[src/rtl/div_hilo_ctrl.sv]
`default_nettype none
// ============================================================================
//  Module   : div_hilo_ctrl
//  Purpose  : Sequencer between the control unit and the multicycle divider.
//             Registers the operands and pulses the divider start. Waits for
//             done and commits quotient/remainder into LO/HI. Reports
//             divide-by-zero and divider timeout as one-cycle exceptions.
//             Also services MTHI/MTLO writes.
//  Revision : 1.0  initial release
// ============================================================================
module div_hilo_ctrl #(
  parameter int WIDTH   = 32,
  parameter int TIMEOUT = 64
) (
  input  logic             clk,
  input  logic             rst,
  input  logic             op_div,
  input  logic [WIDTH-1:0] a,
  input  logic [WIDTH-1:0] b,
  input  logic             mthi,
  input  logic             mtlo,
  input  logic [WIDTH-1:0] wdata,
  input  logic             div_busy,
  input  logic             div_done,
  input  logic             div_dbz,
  input  logic [WIDTH-1:0] div_val,
  input  logic [WIDTH-1:0] div_rem,
  output logic             div_start,
  output logic [WIDTH-1:0] div_a,
  output logic [WIDTH-1:0] div_b,
  output logic             busy,
  output logic             ack,
  output logic             exc_dbz,
  output logic             exc_tmo,
  output logic [WIDTH-1:0] hi,
  output logic [WIDTH-1:0] lo
);

  // The timer must be able to hold TIMEOUT-1; one spare bit keeps it simple.
  localparam int            TIMER_W  = $clog2(TIMEOUT + 1);
  localparam logic [TIMER_W-1:0] TMO_LAST = TIMER_W'(TIMEOUT - 1);

  typedef enum logic [2:0] {
    ST_IDLE    = 3'd0,
    ST_ISSUE   = 3'd1,
    ST_WAIT    = 3'd2,
    ST_COMMIT  = 3'd3,
    ST_ERR_DBZ = 3'd4,
    ST_ERR_TMO = 3'd5
  } state_t;

  state_t               state;
  state_t               state_nxt;
  logic [TIMER_W-1:0]   timer;
  logic                 armed;
  logic                 accept;
  logic                 in_idle;
  logic                 in_wait;
  logic                 ack_state;
  logic                 unused_div_busy;

  // The divider's busy flag carries no control meaning here.
  assign unused_div_busy = div_busy;

  // Qualifiers shared by the state machine and the datapath registers.
  always_comb begin
    in_idle   = (state == ST_IDLE);
    in_wait   = (state == ST_WAIT);
    ack_state = (state == ST_COMMIT) || (state == ST_ERR_DBZ) ||
                (state == ST_ERR_TMO);
    accept    = in_idle && op_div && armed;
  end

  // Next-state logic; a divider result wins over a simultaneous timeout.
  always_comb begin
    state_nxt = state;
    unique case (state)
      ST_IDLE: begin
        if (accept) state_nxt = ST_ISSUE;
      end
      ST_ISSUE: begin
        state_nxt = ST_WAIT;
      end
      ST_WAIT: begin
        if (div_done && !div_dbz)  state_nxt = ST_COMMIT;
        else if (div_done)         state_nxt = ST_ERR_DBZ;
        else if (timer == TMO_LAST) state_nxt = ST_ERR_TMO;
      end
      ST_COMMIT:  state_nxt = ST_IDLE;
      ST_ERR_DBZ: state_nxt = ST_IDLE;
      ST_ERR_TMO: state_nxt = ST_IDLE;
      default:    state_nxt = ST_IDLE;
    endcase
  end

  // State register.
  always_ff @(posedge clk or negedge rst) begin
    if (!rst) state <= ST_IDLE;
    else      state <= state_nxt;
  end

  // Cycle counter for the wait window, cleared while the start pulse is out.
  always_ff @(posedge clk or negedge rst) begin
    if (!rst)                   timer <= '0;
    else if (state == ST_ISSUE) timer <= '0;
    else if (in_wait)           timer <= timer + 1'b1;
  end

  // Re-issue guard: control may still hold op_div in the cycle after ack,
  // so a new request needs op_div to have been seen low first.
  always_ff @(posedge clk or negedge rst) begin
    if (!rst)           armed <= 1'b1;
    else if (!op_div)   armed <= 1'b1;
    else if (ack_state) armed <= 1'b0;
  end

  // Operand registers, held stable until the next accepted request.
  always_ff @(posedge clk or negedge rst) begin
    if (!rst) begin
      div_a <= '0;
      div_b <= '0;
    end else if (accept) begin
      div_a <= a;
      div_b <= b;
    end
  end

  // HI/LO: software writes only while idle, divider results on success.
  always_ff @(posedge clk or negedge rst) begin
    if (!rst) begin
      hi <= '0;
      lo <= '0;
    end else if (in_idle) begin
      if (mthi) hi <= wdata;
      if (mtlo) lo <= wdata;
    end else if (in_wait && div_done && !div_dbz) begin
      lo <= div_val;
      hi <= div_rem;
    end
  end

  // Status outputs are decoded purely from state.
  always_comb begin
    busy      = !in_idle;
    div_start = (state == ST_ISSUE);
    ack       = ack_state;
    exc_dbz   = (state == ST_ERR_DBZ);
    exc_tmo   = (state == ST_ERR_TMO);
  end

endmodule
`default_nettype wire

[config.mk]
export PLATFORM = sky130hd
export DESIGN_NAME = div_hilo_ctrl
export DESIGN_NICKNAME = d
export VERILOG_FILES = /design/src/rtl/div_hilo_ctrl.sv
export SDC_FILE = /design/constraint.sdc
export NUM_CORES = 1
export LEC_CHECK = 0
export ABC_AREA = 1
export CORE_MARGIN = 2
export CORE_UTILIZATION = 37
export CTS_BUF_LIST = sky130_fd_sc_hd__clkbuf_16
export DETAILED_ROUTE_END_ITERATION = 10
export PLACE_DENSITY = 0.77
export SETUP_SLACK_MARGIN = 0.2
export SYNTH_ARGS = -nofsm -noshare
export SYNTH_HDL_FRONTEND = slang
export SYNTH_SLANG_ARGS = --single-unit
[constraint.sdc]
create_clock -name clk -period 1.5 [get_ports clk]
set_clock_uncertainty 0.2 [all_clocks]
set_input_delay 0.3 -clock clk [delete_from_list [all_inputs] [get_ports clk]]
set_output_delay 0.3 -clock clk [all_outputs]
set_load 0.005 [all_outputs]
Word level (Yosys, flattened, before mapping)
Index checks and enable logic that the tools add are counted.
Widths: inputs -> output; s select.
{"block": "totals", "mem_count": 0, "inputBits": 168, "rom_bits": 0, "latchBits": 0, "mem_bits_rw": 0, "ff_bits": 139}
{"block": "op_classes", "bitwise_logic": 0, "shift": 0, "n_addsub": 1, "order_cmp": 0, "reduce_logical": 15, "div": 0, "n_eq_ne": 11, "mux": 15, "n_mul": 0}
{"operator": "$mux 32", "count": 6}
{"operator": "$mux 7", "count": 2}
{"operator": "$mux 3", "count": 4}
{"operator": "$pmux 3 s3", "count": 1}
{"operator": "$add 7x1->7 const B", "count": 1}
{"operator": "$eq 7x6->1 const B", "count": 1}
{"operator": "$eq 3x2->1 const B", "count": 2}
{"operator": "$eq 3x3->1 const B", "count": 2}
{"operator": "$ne 2x2->1 const B", "count": 3}
{"operator": "$reduce_and 2->1", "count": 3}
{"operator": "$logic_and 1x1->1", "count": 5}
{"operator": "$ne 4x2->1 const B", "count": 1}
{"operator": "$reduce_bool 2->1", "count": 2}
{"operator": "$eq 3x1->1 const B", "count": 1}
{"operator": "$logic_not 3->1", "count": 1}
{"operator": "$logic_not 1->1", "count": 2}
{"operator": "$logic_or 1x1->1", "count": 2}
{"operator": "$mux 1", "count": 2}
{"operator": "$ne 2x1->1 const B", "count": 1}

Logic depth before layout (Yosys ltp)
Gate-level depths: netlist (run 1).
{"block": "logic_depth", "word_depth": 5, "mapped_depth": 8, "ltp_nobuf": 7}

Worst setup path before layout (run 1)
OpenSTA, ideal clock, no wires.
{"block": "synth_timing", "path_kind": "reg2reg", "from": "reg state[1]", "to": "reg hi[1]", "path_stages_with_launch": 9, "period_less_slack_ns": 1.511, "arrival_ns": 1.194, "path_slack_ns": -0.011, "setup_ns": 0.117, "required_ns": 1.183, "path_cell_list": "dfrtp_1 > nor2_4 > nand2_1 > buf_4 > buf_4 > nand2_1 > nand2_1 > nand2_1 > nand2_1"}
{"block": "synth_via", "elab_chain_len": 5, "elab_cells_between_ends": 8, "classes_between": "eq/ne: 2; mux: 1; reduce/logical: 5"}
{"item": "from (decl)", "line_no": "52", "text": "state_t state;"}
{"item": "from (signal assigned)", "line_no": "99", "text": "else state <= state_nxt;"}
{"item": "$eq 3x2->1", "line_no": "68", "text": "in_wait = (state == ST_WAIT);"}
{"item": "$logic_and 1x1->1 (2 in a row)", "line_no": "136", "text": "end else if (in_wait && div_done && !div_dbz) begin"}
{"item": "$reduce_bool 2->1 (no source line)"}
{"item": "$reduce_and 2->1 (no source line)"}
{"item": "to (signal assigned)", "line_no": "134", "text": "if (mthi) hi <= wdata;"}
{"item": "to (signal assigned)", "line_no": "138", "text": "hi <= div_rem;"}
{"item": "to (decl)", "line_no": "35", "text": "output logic [WIDTH-1:0] hi,"}
Parallel ways exist; a longest one is shown, timed or not.
A chain may end at the register's enable or synchronous reset.

Worst setup path after layout (run 1)
{"block": "layout_timing", "from": "reg state[2]", "to": "reg lo[3]"}
{"block": "layout_via", "elab_chain_len": 5, "elab_cells_between_ends": 8, "classes_between": "eq/ne: 2; mux: 1; reduce/logical: 5"}
{"item": "$eq 3x2->1", "line_no": "68"}
{"item": "$logic_and 1x1->1 (2 in a row)", "line_no": "136"}
{"item": "$reduce_bool 2->1 (no source line)"}
{"item": "$reduce_and 2->1 (no source line)"}
{"item": "to (signal assigned)", "line_no": "135", "text": "if (mtlo) lo <= wdata;"}
{"item": "to (signal assigned)", "line_no": "137", "text": "lo <= div_val;"}
{"item": "to (decl)", "line_no": "36", "text": "output logic [WIDTH-1:0] lo"}
Parallel ways exist; a longest one is shown, timed or not.

==> results of run 1 <==
==> kinds of logic after synthesis <==
group                    Yosys count  share of synthesized area (%)
AO/OA/AOI/OAI                     73                           5.78
buffers and inverters            125                           8.55
adder cells (fa/ha/maj)            1                          0.198
AND/OR/NAND/NOR                  471                           30.5
flip-flops                       139                           55.0
==> registers in the layout, summed over array words and instances, names as in the netlist <==
signal	cells
armed	1
lo	32
timer	7
state	3
hi	32
div_a	32
div_b	32
==> what timing repair did <==
action	4_1_cts	5_1_grt
resized for setup	613	178
cloned	10	16
setup buffers	55	52
pin swaps	13	27
endpoints found under the setup margin	271	271
hold buffers	1	0
hold endpoints to repair	138	0
==> cell type report <==
cell class | instances | area (um2) | area share, %
Timing Repair Buffer | 482 | 4610 | 37.5
Sequential cell | 139 | 3480 | 28.3
Multi-Input combinational cell | 545 | 2970 | 24.2
Clock buffer | 17 | 425 | 3.46
Inverter | 77 | 294 | 2.39
Tap cell | 220 | 275 | 2.24
Clock inverter | 15 | 234 | 1.90
==> synthesized netlist by cell type <==
| cell type | count |
|---|---|
| buf_4 | 9 |
| nor2_4 | 1 |
| ha_1 | 1 |
| clkbuf_1 | 8 |
| nor3_1 | 1 |
| o21ai_1 | 64 |
| nand3_2 | 2 |
| nand2_1 | 348 |
| buf_1 | 1 |
| inv_1 | 77 |
| a21oi_1 | 2 |
| o21ai_0 | 7 |
| nand4_1 | 2 |
| nor2_1 | 12 |
| buf_2 | 30 |
| dfrtp_1 | 138 |
| nand3_1 | 105 |
| dfstp_2 | 1 |
==> metal layers <==
layer | vias up | share of wire, % | global-route usage (%)
met5 | - | 0 | 0
met4 | 0 | 5.0 | 12.0
met3 | 103 | 8.0 | 7.96
met2 | 394 | 51 | 44.8
met1 | 3547 | 36 | 29.8
li1 | 3448 | - | -
==> critical path, delay by kind of cell, from the launching register on <==
kind / cells / cell delay, ps
flip-flops: 1 / 390
buffers and inverters: 5 / 790
AND/OR/NAND/NOR: 3 / 340
==> power breakdown <==
part           leakage [nW]  internal, mW  switching (mW)
logic                  4.55          7.77            7.39
clock network         0.324          2.99            1.80
registers              1.74          5.49            1.06
==> worst paths after layout <==
path | startpoint | endpoint
setup reg to reg | state[2]$_DFFE_PN0P_ | lo[3]$_DFFE_PN0P_
setup / recovery | state[2]$_DFFE_PN0P_ | lo[3]$_DFFE_PN0P_
hold / removal | rst | hi[17]$_DFFE_PN0P_
min in group clk | b[3] | div_b[3]$_DFFE_PN0P_
hold reg to reg | div_b[31]$_DFFE_PN0P_ | div_b[31]$_DFFE_PN0P_
max in group asynchronous | rst | armed$_DFFE_PN1P_
==> stage by stage <==
stage,util [%],hold slack (ps),setup slack [ps],cells,total power [mW]
finish,73.9,119,-389,1495,26.5
global route,73.9,137,-421,1495,27.9
CTS,65.6,117,-290,1427,22.8
detailed placement,59.2,7.65,-321,1329,17.0
global placement,59.2,8.59,-300,1329,16.7
floorplan,-,-196,7.26,809,11.1
==> metrics.txt, run 1 <==
status=complete, but fails checks; failing checks=negative setup slack; initial antenna violation count=0; Tcrit/Tclk final=126%; total clock sinks=139; type of origin of the critical path=flip-flop; Hold WC Path Type=input port to async pin; Static Leakage=6.61 nW; antenna-violating nets left=0; Power Density=2160 mW/mm2; Routed wire per std cell=18.6 um; GR Overflow Total=0; cell row count=47; root buffer cell=clkbuf_16; setup ws final=-389 ps; commonest non-fill, non-tap cell in the layout=nand2_1; Worst IR Drop VDD=0.00110 V; crit-path max FO=22; CTS clk-pin slew, worst paths=70 ps; Required @ worst endpoint=1600 ps; Synth top area share=54.6%; final instance area=0.0123 mm2; Slew Viols, Final=0; GRT Util Overall=26.1%; Hold Fails Final Rpt=0; Vias/cell=5.01; CP endpoint kind=flip-flop; RSZ-0062 raised after global routing=true; flop-to-flop setup slack=-390 ps; number of I/O port buffers=299; post-synth cell types=18; Avg Cell Area, Syn=7.82 um2; total die area=0.0182 mm2; slowest CP cell=dfrtp_1; # nets final=1431; # H-tree levels=4; Max clock buf depth=2; core area=0.0166 mm2; area leader, netlist=dfrtp_1; Routed WL=27800 um; DP Area=0.00986 mm2; DR iter-0 viols=433; worst-path cell chain=inv_2 > buf_4 > buf_12 > nand3_4 > buf_6 > buf_12 > nand3_1 > nand2_1; Critical Path AT=1990 ps; first-pass GRT wire length=36600 um; CP Class=flip-flop to flip-flop; Die Height=135 um; fraction of the yosys area taken by sequential cells=55.0%; Slew Limit Headroom=76.0%; dpl hpwl=15800 um; Min Clock Period, post-route=1890 ps; Max-cap violations=0; TritonCTS clock tree=yes; post-synthesis register bit count=139; vias=7492; Num CTS Buffers=17; Die W=135 um; Starting Density=38.0%; area of the mapped netlist=0.00632 mm2; First-pass DRT Iterations=7; max incr delay on CP=390 ps; fraction of layout instances using a drive strength above 1=38.0%; pin count of the biggest net entering global routing=42; CP most frequent cell=buf_12; most frequent cells in the layout=nand2_1, clkdlybuf4s50_1, dfrtp_1; DRC violation count after routing=0; IO Pins=301; worst-margin pin slew=358 ps; GPL Wtd Cong=0.866; Setup TNS=-42110 ps; number of global-route vias before repair=7078; ant diodes=0; fmax=0.529 GHz; r2r worst-path depth=8; Worst-Skew Late Latency=420 ps; Fillers=1108; largest cells by area after synthesis=dfrtp_1, nand2_1, nand3_1; Synth Warn #=0; Syn Nets=978; setup violators final=142; cells after synthesis=809; Area Growth Syn to Fin=94.4%
No activity file was read; power rests on OpenSTA's default activity.
==> inputs of run 2 (changes only) <==
- CORE_UTILIZATION: 37 -> 40
- DONT_BUFFER_PORTS: default -> 1
- PLACE_DENSITY: 0.77 -> default
==> run 2 against run 1 <==
Compared with the run above: sequential share of layout area increased by 4.1 points; design area fell by 12%; largest cell class is now registers; critical endpoint is now ack; critical path type is now flip-flop to output port; count of clock-buffer cells in the layout unchanged; core utilization decreased by 3.6 points; highest routed layer unchanged; the flow finishes with violations (negative hold slack, negative setup slack); largest power group unchanged.
==> metrics.txt, run 2 (same netlist as run 1, synthesis figures left out) <==
status=complete, but fails checks; failing checks=negative hold slack, negative setup slack; DP Cell Count=1006; total die area=0.0168 mm2; pin count of the biggest net entering global routing=140; fraction of layout instances using a drive strength above 1=32.3%; dpl hpwl=12900 um; Slew Viols, Final=0; CP endpoint kind=output port; vias=6651; fmax=0.539 GHz; Max-cap violations=0; Required @ worst endpoint=1000 ps; total clock sinks=139; Hold WC Path Type=input port to async pin; initial antenna violation count=0; setup ws final=-356 ps; Vias/cell=5.38; root buffer cell=clkbuf_16; Starting Density=41.3%; Critical Path AT=1360 ps; Slew Limit Headroom=84.5%; Min Clock Period, post-route=1860 ps; CP Class=flip-flop to output port; Worst IR Drop VDD=0.00114 V; crit-path max FO=3; Num CTS Buffers=17; TritonCTS clock tree=yes; ant diodes=0; Static Leakage=5.57 nW; # nets final=1182; Routed WL=26600 um; Die W=130 um; Max clock buf depth=2; worst-margin pin slew=233 ps; antenna-violating nets left=0; Routed wire per std cell=21.5 um; DRC violation count after routing=0; flop-to-flop setup slack=-350 ps; GRT Util Overall=27.1%; GR Overflow Total=0; IO Pins=301; Hold Slack=-620 ps; number of global-route vias before repair=6392; most frequent cells in the layout=nand2_1, dlygate4sd3_1, dfrtp_1; number of I/O port buffers=0; Tcrit/Tclk final=124%; DP Area=0.00672 mm2; Setup TNS=-40120 ps; Worst-Skew Late Latency=410 ps; post-layout util=70.3%; DR iter-0 viols=436; First-pass DRT Iterations=5; type of origin of the critical path=flip-flop; cell row count=45; RSZ-0062 raised after global routing=true; Power Density=2190 mW/mm2; commonest non-fill, non-tap cell in the layout=nand2_1; first-pass GRT wire length=34500 um; CTS clk-pin slew, worst paths=60 ps; Hold Fails Final Rpt=139; # H-tree levels=4; core area=0.0153 mm2; post-route insts no fill=1237; final instance area=0.0108 mm2; Die Height=130 um; setup violators final=135; Area Growth Syn to Fin=70.2%; GPL Wtd Cong=0.791; DP Worst Slack=-192 ps
[run 2: cell count changes in the layout (fill, tap and decap cells not counted), moves of 24 or more]
cell / previous run / this run
clkdlybuf4s50_1: 165 / 0
dlygate4sd3_1: 1 / 159
buf_2: 126 / 0
nand2_1: 279 / 189
buf_4: 99 / 20
nand2_4: 20 / 75
nand2_2: 46 / 84
nand3_1: 70 / 102
buf_6: 39 / 11
o21ai_1: 53 / 27
nand3_2: 27 / 2
o21ai_2: 13 / 37
[run 2: metal layers]
metal	vias to the layer above	share of wire [%]	global-route usage (%)
met5	-	0	0
met2	401	51	46.8
met1	3226	36	31.0
met3	75	9.6	9.23
met4	0	3.7	10.7
li1	2949	-	-
[run 2: final cells by class]
| class | instances | area, um2 |
|---|---|---|
| multi-input cells | 545 | 3300 |
| clock inverters | 15 | 136 |
| fillers | 1032 | 4550 |
| clock buffers | 17 | 425 |
| repair buffers | 233 | 2850 |
| well taps | 211 | 264 |
| flip-flops and latches | 139 | 3490 |
| inverters | 77 | 299 |
[run 2: critical path, stage by stage, from the launching register on]
cell and delay [ps]:
dfrtp_1 430, buf_6 140, inv_4 60, nand2_2 80
o21ai_1 100, buf_4 140
[run 2: through the flow]
stage | hold slack [ps] | total power, mW
floorplan | -196 | 11.1
global placement | -193 | 13.1
detailed placement | -192 | 13.3
CTS | -643 | 19.9
global route | -642 | 24.8
finish | -620 | 23.6
[run 2: worst paths after layout]
| path | to | cells after the start | startpoint |
|---|---|---|---|
| max reg2reg | lo[2]$_DFFE_PN0P_ | 11 | state[0]$_DFFE_PN0P_ |
| max in group asynchronous | div_a[23]$_DFFE_PN0P_ | 0 | rst |
| min in group clk | lo[26]$_DFFE_PN0P_ | 4 | wdata[26] |
| min reg2reg | armed$_DFFE_PN1P_ | 2 | armed$_DFFE_PN1P_ |
| max | ack | 5 | state[1]$_DFFE_PN0P_ |
| min | lo[5]$_DFFE_PN0P_ | 0 | rst |
[run 2: what timing repair did]
item                       4_1_cts  5_1_grt
setup endpoints to repair      272      272
pin swaps                        6       15
cloned                          12       10
hold endpoints to repair       271      140
setup buffers                   16        2
hold buffers                   158        1
resized for setup               61      282
[run 2: power breakdown]
group | switching [mW] | total, mW | internal, mW | leakage (nW)
Sequential | 1.91 | 7.43 | 5.52 | 1.73
Clock | 1.75 | 4.06 | 2.30 | 0.269
Combinational | 6.55 | 12.1 | 5.54 | 3.56
==> inputs of run 3 (changes only) <==
- ABC_AREA: 1 -> default
==> run 3 against run 2 <==
Compared with the run above: the flow now stops in 4_1_cts; synthesized area shrank 3.8%; synthesized cell count decreased by 50%.
==> metrics.txt, run 3 <==
status=aborted with a tool error; stage where the run ended=4_1_cts; first reported error=[ERROR RSZ-0060] Max buffer count reached.; dominant synthesized flop cell=dfrtp_1; async set-reset flop share out of synthesis=100%; largest cells by area after synthesis=dfrtp_1, mux2_2, mux2_1; dpl hpwl=9380 um; cell row count=45; # H-tree levels=4; root buffer cell=clkbuf_16; simple-gate share of the synthesized area=2.49%; Syn Nets=573; number of I/O port buffers=0; # resized after CTS=79; Starting Density=40.5%; GPL Wtd Cong=0.743; Setup Buffers After CTS=7; IO Pins=301; DP Worst Slack=-486 ps; post-synth cell types=32; Avg Cell Area, Syn=15.1 um2; Synth top cells by count=mux2_2, dfrtp_1, mux2_1; top-count cell post-synth=mux2_2; Max clock buf depth=2; Synth Area in Compound Gates=1.69%; area of the mapped netlist=0.00608 mm2; post-cts hold buffer count=126; Synth Area in XOR/XNOR=0%; DP Cell Count=582; Synth top area share=56.8%; post-synthesis mux area share=35.9%; Synth Warn #=0; largest family of logic cells by synthesized area=multiplexers; Post-Synth Adder-Cell Area=0.206%; fraction of the yosys area taken by sequential cells=57.2%; Die W=127 um; total clock sinks=139; Die Height=127 um; cells after synthesis=404; Post-synth EDFFs=0; area leader, netlist=dfrtp_1; Num CTS Buffers=17; post-synthesis register bit count=139
-- run 3: cell count changes after synthesis, moves of 49 or more --
cell     previous run  this run
inv_1              77         3
nand3_1           105         3
mux2_2              0       143
o21ai_1            64         0
nand2_1           348        10
mux2_1              0        49
-- run 3: cell families after synthesis --
group / after synthesis
multiplexers: 194
flip-flops: 139
AND/OR/NAND/NOR: 29
buffers and inverters: 26
AO/OA/AOI/OAI: 15
adder cells (fa/ha/maj): 1
-- run 3: metrics by stage --
stage          setup TNS (ps)  area [um2]  utilization, %
2_1_floorplan          -55910        6220               -
3_3_place_gp           -56820        6440            42.8
3_5_place_dp           -60150        6440            42.8
==> inputs of run 4 (changes only) <==
- CORE_UTILIZATION: 40 -> 25
- CTS_BUF_LIST: sky130_fd_sc_hd__clkbuf_16 -> default
- PLACE_DENSITY_LB_ADDON: default -> 0.15
- SETUP_SLACK_MARGIN: 0.2 -> default
- clock period: 1.5 -> 1.95 ns (I/O delays scaled with it)
==> run 4 against run 3 <==
Compared with the run above: the flow now finishes, with violations (negative hold slack, negative setup slack); synthesized cell count unchanged; synthesized area unchanged.
==> metrics.txt, run 4 <==
Static Leakage=3.91 nW; post-synth cell types=32; power share of the sequential group=36.9%; worst-margin pin slew=354 ps; # nets final=676; type of origin of the critical path=flip-flop; first-pass GRT wire length=25200 um; Clock power frac=21.1%; First-pass DRT Iterations=4; worst r2r src=state[2]$_DFFE_PN0P_; Fillers=2303; Min Clock Period, post-route=2090 ps; core area=0.0241 mm2; # H-tree levels=4; Vias/cell=4.54; Comb power frac=42.0%; CTS clk-pin slew, worst paths=70 ps; max incr delay on CP=480 ps; total die area=0.0256 mm2; largest cells by area after synthesis=dfrtp_1, mux2_2, mux2_1; critical path's top delay family=simple AND/OR/NAND/NOR gates; Die Height=160 um; setup violators final=117; Area Growth Syn to Fin=45.6%; slowest CP cell=or3_4; Avg Cell Area, Syn=15.1 um2; GR Overflow Total=0; number of global-route vias before repair=4247; internal power=10.5 mW; Worst IR Drop VDD=0.000578 V; fraction of layout instances using a drive strength above 1=44.8%; Hold Slack=-533 ps; Synth top cells by count=mux2_2, dfrtp_1, mux2_1; Sw Pwr=4.89 mW; DRC violation count after routing=0; Tcrit/Tclk final=107%; TritonCTS clock tree=yes; fraction of the yosys area taken by sequential cells=57.2%; r2r worst-path depth=6; post-synthesis register bit count=139; cell row count=57; DR iter-0 viols=99; Routed WL=17500 um; status=complete, but fails checks; post-layout util=36.8%; initial antenna violation count=0; dominant synthesized flop cell=dfrtp_1; Hold WC Path Type=input port to async pin; worst-path cell chain=or3_4 > buf_16; async set-reset flop share out of synthesis=100%; Synth Warn #=0; commonest non-fill, non-tap cell in the layout=dfrtp_1; GRT Util Overall=13.0%; root buffer cell=clkbuf_16; Worst-Skew Late Latency=420 ps; Worst Path Buf+Inv=1; Num CTS Buffers=17; ant diodes=0; failing checks=negative hold slack, negative setup slack; Synth top area share=56.8%; CP endpoint kind=output port; vias=3831; RSZ-0062 raised after global routing=true; Post-synth EDFFs=0; area of the mapped netlist=0.00608 mm2; number of I/O port buffers=0; area leader, netlist=dfrtp_1; Starting Density=25.2%; Power, Total=15.3 mW; Syn Nets=573; top-count cell post-synth=mux2_2; total clock sinks=139; DP Cell Count=718; CP Class=flip-flop to output port; switch share=31.8%; dpl hpwl=9870 um; Required @ worst endpoint=1360 ps; post-cts hold buffer count=67; most frequent cells in the layout=dfrtp_1, mux2_4, dlygate4sd3_1; cells after synthesis=404; antenna-violating nets left=0; Max clock buf depth=2; Worst path depth=2; crit-path max FO=31; setup ws final=-144 ps; Slew Limit Headroom=76.1%; IO Pins=301; DP Area=0.00657 mm2; Die W=160 um; DP Worst Slack=-86.4 ps; pin count of the biggest net entering global routing=140; Setup crit start=state[2]$_DFFE_PN0P_; final instance area=0.00886 mm2; Hold Fails Final Rpt=139; Critical Path AT=1500 ps; Max-cap violations=0; Slew Viols, Final=0; fmax=0.478 GHz; Routed wire per std cell=20.8 um; post-route insts no fill=844; Power Density=1730 mW/mm2; GPL Wtd Cong=0.696
[run 4: cell counts after synthesis]
Identical to the previous run, type by type.
[run 4: logic make-up (layout without fill, tap and decap cells)]
kind of cell / Yosys count / count (layout) / share of synthesized area, %
muxes: 194 / 194 / 35.9
DFF: 139 / 139 / 57.2
and+or+nand+nor: 29 / 29 / 2.49
buffers and inverters: 26 / 142 / 2.57
AOI/OAI and AO/OA: 15 / 15 / 1.69
adders and majority gates: 1 / 1 / 0.206
[run 4: power groups by stage]
stage / registers, mW / logic (mW) / clock network (mW)
after floorplan: 5.20 / 3.40 / 0
after global placement: 5.70 / 3.93 / 0
after detailed placement: 5.63 / 4.06 / 0
after CTS: 5.65 / 5.72 / 3.36
after global routing: 5.85 / 6.88 / 3.51
final: 5.67 / 6.45 / 3.24
[run 4: through the flow]
stage	hold WS (ps)	setup TNS, ps
after global placement	-102	-3970
after detailed placement	-103	-4910
after CTS	-559	-8350
final	-533	-8060
after floorplan	-106	-952
after global routing	-572	-16460
[run 4: final cells by class]
cell class                 count  area, um2  area share (%)
clock buffer                  18        439            4.96
clock inverter                14        146            1.65
inverter                       3       11.3           0.127
multi-input combinational    239       3030            34.2
sequential                   139       3480            39.3
tap                          324        405            4.57
timing repair buffer         107       1350            15.2
[run 4: per-layer routing]
metal	GRT usage [%]	part of all wire, %
met5	0	0
met1	14.3	39
met4	3.69	0.68
met3	5.58	10
met2	23.0	50
[run 4: worst register-to-register path, delay by kind of cell, from the launching register on]
kind                   cells  cell delay [ps]
flip-flops                 1              380
multiplexers               1              300
AND/OR/NAND/NOR            2              680
buffers and inverters      3              410
[run 4: repair_timing]
action / 4_1_cts / 5_1_grt
setup buffers: 17 / 2
endpoints found under the hold margin: 206 / 139
pin swaps: 1 / 5
gates resized for setup: 81 / 88
setup endpoints to repair: 131 / 134
cloned: 11 / 2
[run 4: worst paths after layout]
check / to / slack, ps
worst min-delay path: hi[13]$_DFFE_PN0P_ / -530
worst min register to register: timer[5]$_DFFE_PN0P_ / 280
min in group clk: state[1]$_DFFE_PN0P_ / 30
worst max register to register: div_b[12]$_DFFE_PN0P_ / -130
max in group asynchronous: armed$_DFFE_PN1P_ / 1770
worst max-delay path: busy / -140
